File: src/rtl/qmem_master_pipe.sv
// QMEM bus master: command FIFO, back-to-back pipelined accesses, one response per command.
// Optional ack timeout is compiled in with QMEM_MASTER_PIPE_TIMEOUT_EN.
module qmem_master_pipe #(
  parameter int QAW = 32,
  parameter int QDW = 32,
  parameter int QSW = QDW / 8,
  parameter int CD  = 4,
  parameter int AD  = 10
) (
  input  logic           clk,
  input  logic           rst,
  // command side
  input  logic           cmd_vld,
  output logic           cmd_rdy,
  input  logic           cmd_we,
  input  logic [QSW-1:0] cmd_sel,
  input  logic [QAW-1:0] cmd_adr,
  input  logic [QDW-1:0] cmd_dat,
  // response side
  output logic           rsp_vld,
  output logic           rsp_we,
  output logic [QDW-1:0] rsp_dat,
  output logic           rsp_err,
  output logic           rsp_tout,
  // QMEM request / response
  output logic           cs,
  output logic           we,
  output logic [QSW-1:0] sel,
  output logic [QAW-1:0] adr,
  output logic [QDW-1:0] dat_w,
  input  logic [QDW-1:0] dat_r,
  input  logic           ack,
  input  logic           err,
  // status
  output logic           busy,
  output logic           error,
  input  logic           error_clr
);

  localparam int PW = $clog2(CD);

  typedef struct packed {
    logic           we;
    logic [QSW-1:0] sel;
    logic [QAW-1:0] adr;
    logic [QDW-1:0] dat;
  } cmd_t;

  typedef enum logic {
    IDLE,
    ACCESS
  } state_t;

  cmd_t   mem [CD];
  cmd_t   head;
  logic [PW:0] wr_ptr;
  logic [PW:0] rd_ptr;
  logic   empty;
  logic   full;
  logic   push;
  logic   pop;
  logic   term;
  logic   tout_hit;
  logic   fault;
  state_t state;

  logic   pend;
  logic   pend_we;
  logic   pend_err;
  logic   pend_tout;
  logic   rsp_tout_q;

  // Extra pointer bit distinguishes full from empty when the indices match.
  assign empty   = (wr_ptr == rd_ptr);
  assign full    = (wr_ptr[PW] != rd_ptr[PW]) && (wr_ptr[PW-1:0] == rd_ptr[PW-1:0]);
  assign cmd_rdy = !full;
  assign push    = cmd_vld && !full;
  assign head    = mem[rd_ptr[PW-1:0]];

  assign term  = (state == ACCESS) && (ack || err || tout_hit);
  assign pop   = !empty && ((state == IDLE) || term);
  assign fault = term && (err || (tout_hit && !ack));
  assign busy  = !empty || cs || pend;

  // NOTE: FIFO storage carries no reset; the pointers alone say which entries are live.
  always_ff @(posedge clk) begin
    if (push) begin
      mem[wr_ptr[PW-1:0]] <= '{we: cmd_we, sel: cmd_sel, adr: cmd_adr, dat: cmd_dat};
    end
  end

  always_ff @(posedge clk or negedge rst) begin
    if (!rst) begin
      wr_ptr <= '0;
      rd_ptr <= '0;
    end else begin
      if (push) wr_ptr <= wr_ptr + 1'b1;
      if (pop)  rd_ptr <= rd_ptr + 1'b1;
    end
  end

  // Request FSM: a pop either starts a new access or replaces the one ending at this edge.
  always_ff @(posedge clk or negedge rst) begin
    if (!rst) begin
      state <= IDLE;
      cs    <= 1'b0;
      we    <= 1'b0;
      sel   <= '0;
      adr   <= '0;
      dat_w <= '0;
    end else begin
      if (pop) begin
        state <= ACCESS;
        cs    <= 1'b1;
        we    <= head.we;
        sel   <= head.sel;
        adr   <= head.adr;
        dat_w <= head.dat;
      end else if (term) begin
        state <= IDLE;
        cs    <= 1'b0;
      end
    end
  end

`ifdef QMEM_MASTER_PIPE_TIMEOUT_EN
  localparam int TW = $clog2(AD + 1);

  logic [TW-1:0] tcnt;

  // Terminates on the edge that would bring the count of silent cs cycles up to AD.
  assign tout_hit = cs && (tcnt == TW'(AD - 1));

  always_ff @(posedge clk or negedge rst) begin
    if (!rst) begin
      tcnt <= '0;
    end else if (pop) begin
      tcnt <= '0;
    end else if (cs && !ack && !err && !tout_hit) begin
      tcnt <= tcnt + 1'b1;
    end
  end
`else
  assign tout_hit = 1'b0;
`endif

  // Response stage: cause latched at the termination edge, pulse one edge later with dat_r.
  always_ff @(posedge clk or negedge rst) begin
    if (!rst) begin
      pend       <= 1'b0;
      pend_we    <= 1'b0;
      pend_err   <= 1'b0;
      pend_tout  <= 1'b0;
      rsp_vld    <= 1'b0;
      rsp_we     <= 1'b0;
      rsp_dat    <= '0;
      rsp_err    <= 1'b0;
      rsp_tout_q <= 1'b0;
    end else begin
      pend <= term;
      if (term) begin
        pend_we   <= we;
        pend_err  <= err;
        pend_tout <= tout_hit && !ack && !err;
      end
      rsp_vld <= pend;
      if (pend) begin
        rsp_we     <= pend_we;
        rsp_dat    <= pend_we ? '0 : dat_r;
        rsp_err    <= pend_err;
        rsp_tout_q <= pend_tout;
      end else begin
        rsp_we     <= 1'b0;
        rsp_dat    <= '0;
        rsp_err    <= 1'b0;
        rsp_tout_q <= 1'b0;
      end
    end
  end

  assign rsp_tout = rsp_tout_q;

  // Set has priority over a simultaneous clear.
  always_ff @(posedge clk or negedge rst) begin
    if (!rst) begin
      error <= 1'b0;
    end else if (fault) begin
      error <= 1'b1;
    end else if (error_clr) begin
      error <= 1'b0;
    end
  end

endmodule

File: config.mk
export PLATFORM = sky130hd
export DESIGN_NAME = qmem_master_pipe
export DESIGN_NICKNAME = d
export VERILOG_FILES = /design/src/rtl/qmem_master_pipe.sv
export SDC_FILE = /design/constraint.sdc
export NUM_CORES = 1
export LEC_CHECK = 0
export CORE_ASPECT_RATIO = 1.2
export CORE_UTILIZATION = 48
export DETAILED_ROUTE_END_ITERATION = 16
export GPL_TIMING_DRIVEN = 0
export PLACE_DENSITY = 0.73
export SLEW_MARGIN = 20
export SYNTH_ARGS = -nofsm -noshare
export SYNTH_HDL_FRONTEND = slang
export SYNTH_SLANG_ARGS = --single-unit
File: constraint.sdc
create_clock -name clk -period 5.3 [get_ports clk]
set_input_delay 0.53 -clock clk [delete_from_list [all_inputs] [get_ports clk]]
set_output_delay 0.53 -clock clk [all_outputs]
set_load 0.01 [all_outputs]
-- Word-level counts from Yosys, hierarchy flattened
Memories as Yosys holds them, arrays and structs flattened. A register that Yosys moved wholly into a read port is not among the register bits.
Cells that the tools add are included.
- add/sub/neg operators: 2
- eq/ne operators: 3
- mux-type cells: 10
- bitwise gates (word level): 1
- reduce and logical (&&, ||, !) cells: 14
- operators by type and width (kind ; count):
    $mux W32 ; 2
    $mux W1 ; 8
    $add A3 B1 Y3 const B ; 2
    $logic_and A1 B1 Y1 ; 5
    $logic_or A1 B1 Y1 ; 4
    $reduce_bool A2 Y1 ; 2
    $eq A3 B3 Y1 ; 1
    $logic_not A1 Y1 ; 3
    $eq A2 B2 Y1 ; 1
    $ne A1 B1 Y1 ; 1
    $not A1 Y1 ; 1
- register bits after elaboration: 46
- bits in writable memories: 276
- bits of input ports: 107
- output and inout bits: 109
- logic and storage cells: 42
- memories: 1
- memory list (memory ; depth ; bits a word ; read ports ; clocked after Yosys merged registers in ; write ports ; RTL line ; source):
    mem ; 4 ; 69 ; 1 ; 1 ; 1 ; 54 ; cmd_t mem [CD];

-- Depth between registers and ports, before layout
- depth after elaboration: 6
- depth in mapped cells: 5
- mapped depth without buffers: 4

-- Least setup slack after synthesis
Ideal clock, no wire load.
- path type: register -> register
- start point: register rd_ptr[0]
- end point: memory mem[3][0] (netlist bit), enable pin
- setup time: 541 ps
- data arrival time: 4568 ps
- data required time: 4759 ps
- slack: 192 ps
- cell stages (with the launch flop): 4
- buffers on the path: 1
- period minus slack after synthesis: 5108 ps
- cells stage by stage: dfrtp_1 buf_2 xnor2_2 a31oi_1
- cells in the longest elaborated chain, start to end: 6
- RTL lines (item ; RTL line ; source):
    start: declaration ; 57 ; logic [PW:0] rd_ptr;
    start signal: assignment ; 98 ; if (pop) rd_ptr <= rd_ptr + 1'b1;
    $eq A2 B2 Y1 ; 75 ; assign full = (wr_ptr[PW] != rd_ptr[PW]) && (wr_ptr[PW-1:0] == rd_ptr[PW-1:0]);
    $logic_and A1 B1 Y1 ; 75 ;
    $logic_not A1 Y1 ; 77 ; assign push = cmd_vld && !full;
    $logic_and A1 B1 Y1 ; 77 ;
    $mux W1 ; 87 ; if (push) begin
    $mux W1 (not written as such) ; 88 ; mem[wr_ptr[PW-1:0]] <= '{we: cmd_we, sel: cmd_sel, adr: cmd_adr, dat: cmd_dat};
    end: declaration ; 54 ;
Every way passes these cells.

-- Worst setup path after layout
- start point: register rd_ptr[0]
- end point: output port busy
- cells in the longest elaborated chain, start to end: 4
- RTL lines (item ; RTL line ; source):
    $eq A3 B3 Y1 ; 74 ; assign empty = (wr_ptr == rd_ptr);
    $logic_not A1 Y1 ; 83 ; assign busy = !empty || cs || pend;
    $logic_or A1 B1 Y1 (2 in series) ; 83 ;
    end: declaration ; 35 ; output logic busy,
Every way passes these cells.

==> results.txt <==
status: finished, final reports clean
Die W: 159 um
layout cell share with drive strength beyond 1: 17.2%
Yosys Warn Count: 0
Crit Path Max Fanout: 8
max-cap viol count: 0
wirelength, routed: 26600 um
worst path bufs/invs: 2
full die area: 30200 um^2
Setup CP Type: flip-flop to output port
Setup violations, final: 0
Final min period: 3.09 ns
Most used DFF post-synth: edfxtp_1
area leader, netlist: edfxtp_1
Clock Latency Late Sink: 0.52 ns
hold slack final: 0.446 ns
Setup Fix Bufs, Post-CTS: 0
EDFF count, synth: 276
DR DRC count: 0
share of total power in sequential cells: 42.6%
core area: 28900 um^2
Netlist Area Pre-Place: 14200 um^2
Detailed Route Iter0 Violations: 321
antenna violations before repair: 0
Max Clk Rate: 324 MHz
top-area cell type share of the netlist area: 58.5%
pre-CTS setup slack: 2.53 ns
CTS buffer count: 38
synth cell count leaders: 276 x edfxtp_1, 115 x dfrtp_1, 69 x mux2_1, 69 x mux4_2, 37 x and2_1
cell count after synthesis: 632
final core utilization: 63.4%
Leak: 6.52 nW
Root Driver: clkbuf_16
Hold Crit Class: flip-flop to flip-flop
PortBufs: 214
Max stage delay on crit path: 0.50 ns
Pre-Repair DR Iteration Count: 7
syn_nets: 744
min-delay src: pend
Post-CTS Resized: 0
nets: 1007
CP cell instances: buf_2, xnor2_2, nand2_1, or4_1, clkdlybuf4s50_1
startpoint types: flip-flop
Net Sw Power: 2.94 mW
clock-pin slew on the worst setup and hold paths: 0.06 ns
GRT Overall Usage: 18.3%
Routability Congestion: 0.770
worst vdd ir: 0.000368 V
combinational share of power: 32.0%
crit path DAT: 2.56 ns
Post-DRT Antenna Nets: 0
clock network fraction of total power: 25.4%
slew margin rel.: 52.9%
pin count of the biggest net entering global routing: 75
synthesized area per cell: 22.4 um^2
PwrDens: 578 nW/um^2
cell area after layout: 18300 um^2
clock sink count: 391
Area Growth Syn to Fin: 29.3%
Worst Tran Pin Value: 0.704 ns
I/O pins: 216
Worst Setup SP: rd_ptr[0]
placed inst area: 17000 um^2
pins over their slew limit: 0
ys async rst share: 29.4%
hold_buf cts: 1
synth unique cells: 26
first-pass GRT wire length: 41400 um
Critical Path RT: 4.77 ns
drt via density: 5.17
Final Hold Vio Count: 0
total internal power: 7.66 mW
switching share of power: 27.7%
vias in the first global route: 7236
slowest CP cell: clkdlybuf4s50_1
CP Capture Type: output port
fill count: 2011
worst clock skew: 0.0132 ns
H-tree levels: 2
num rows: 68
unrepaired setup endpoints after global routing: false
total gr overflow: 0
die height: 190 um
Seq cells post-synth: 391
fin worst setup slack: 2.21 ns
Max clock buf depth: 3
Top delay family on crit path: buffers and inverters
initial core utilization: 49.0%
CTS tree: yes
Final Cycle Share: 58.3%
most frequent cell after synthesis: edfxtp_1
Vias: 6782
Synth area leaders: edfxtp_1 58%, dfrtp_1 20%, mux4_2 11%, mux2_1 5.5%, and2_1 1.6%
R2R Path Start: rd_ptr[0]
Post-DP HPWL: 16400 um
Seq/Total Area, Yosys: 78.8%
mean routed wirelength per cell: 20.2 um
total power: 10.6 mW
==> power groups by stage <==
stage                     registers, mW  clock network [mW]  logic, mW
after floorplan                    4.71                   0       1.80
after global placement             4.64                   0       3.26
after detailed placement           4.58                   0       3.47
after CTS                          4.53                2.76       3.48
after global routing               4.60                2.88       3.66
final                              4.51                2.70       3.39
==> routing by layer <==
metal / GRT usage, % / part of all wire [%]
met1: 23.0 / 40
met2: 31.6 / 52
met4: 5.81 / 2.0
met3: 4.15 / 5.9
met5: 0 / 0
==> cell usage in the layout (no fill, tap or decap), types with 2 or more instances in the layout <==
| master | n |
|---|---|
| edfxtp_1 | 276 |
| clkdlybuf4s50_1 | 213 |
| dfrtp_1 | 115 |
| mux4_2 | 69 |
| mux2_1 | 69 |
| clkbuf_16 | 41 |
| and2_1 | 34 |
| clkbuf_1 | 18 |
| buf_2 | 9 |
| buf_4 | 8 |
| clkinv_1 | 8 |
| buf_16 | 8 |
| nand2_1 | 6 |
| inv_1 | 5 |
| ha_1 | 5 |
| clkinv_2 | 5 |
| xor2_1 | 4 |
| bufinv_16 | 4 |
| and2_4 | 3 |
| mux2_2 | 3 |
| clkinvlp_4 | 3 |
| diode_2 | 2 |
| xnor2_2 | 2 |
| xnor2_1 | 2 |
==> sequential cells by signal, indices dropped and copies added, names as in the netlist, 3 cells and up <==
register  count
sel           4
rd_ptr        3
rsp_dat      32
mem         276
dat_w        32
wr_ptr        3
adr          32
==> cell families after synthesis <==
| kind of cell | count (synthesis) | share of synthesized area, % |
|---|---|---|
| adder cells (fa/ha/maj) | 5 | 0.441 |
| AO/OA/AOI/OAI | 6 | 0.327 |
| XOR/XNOR | 8 | 0.600 |
| flip-flops | 391 | 78.8 |
| AND/OR/NAND/NOR | 48 | 2.02 |
| other | 1 | 0.0265 |
| buffers and inverters | 32 | 1.14 |
| multiplexers | 141 | 16.7 |
==> per-stage QoR <==
stage	TNS [ns]	std cells
after floorplan	0	632
after global placement	-372.55	1231
after detailed placement	0	1239
after CTS	0	1310
after global routing	0	1310
final	0	1312
==> final timing paths <==
kind	to	slack (ns)	cells past startpoint
worst max-delay path	busy	2.21	5
worst min-delay path	rsp_vld	0.45	0
worst max register to register	mem[0][32]	2.71	5
worst min register to register	rsp_vld	0.45	0
max in group asynchronous	dat_w[7]	4.10	3
min in group asynchronous	dat_w[21]	0.51	2
==> worst register-to-register path: cells and delay by family (launching register included) <==
| kind | cells | cell delay (ns) |
|---|---|---|
| AO/OA/AOI/OAI | 1 | 0.48 |
| buffers and inverters | 2 | 0.53 |
| XOR/XNOR | 1 | 0.24 |
| flip-flops | 1 | 0.38 |
| AND/OR/NAND/NOR | 1 | 0.59 |
==> final cells by class <==
class                           instances  area, um^2  area share (%)
Antenna cell                            2        5.00          0.0273
Buffer                                 27         143           0.778
Inverter                                5        18.8           0.102
Clock buffer                           50        1070            5.84
Sequential cell                       391       11200            60.9
Timing Repair Buffer                  223        2380            13.0
Clock inverter                         20         198            1.08
Multi-Input combinational cell        209        2870            15.7
Tap cell                              385         482            2.63
Note: power is estimated with default switching activity, not from simulation.
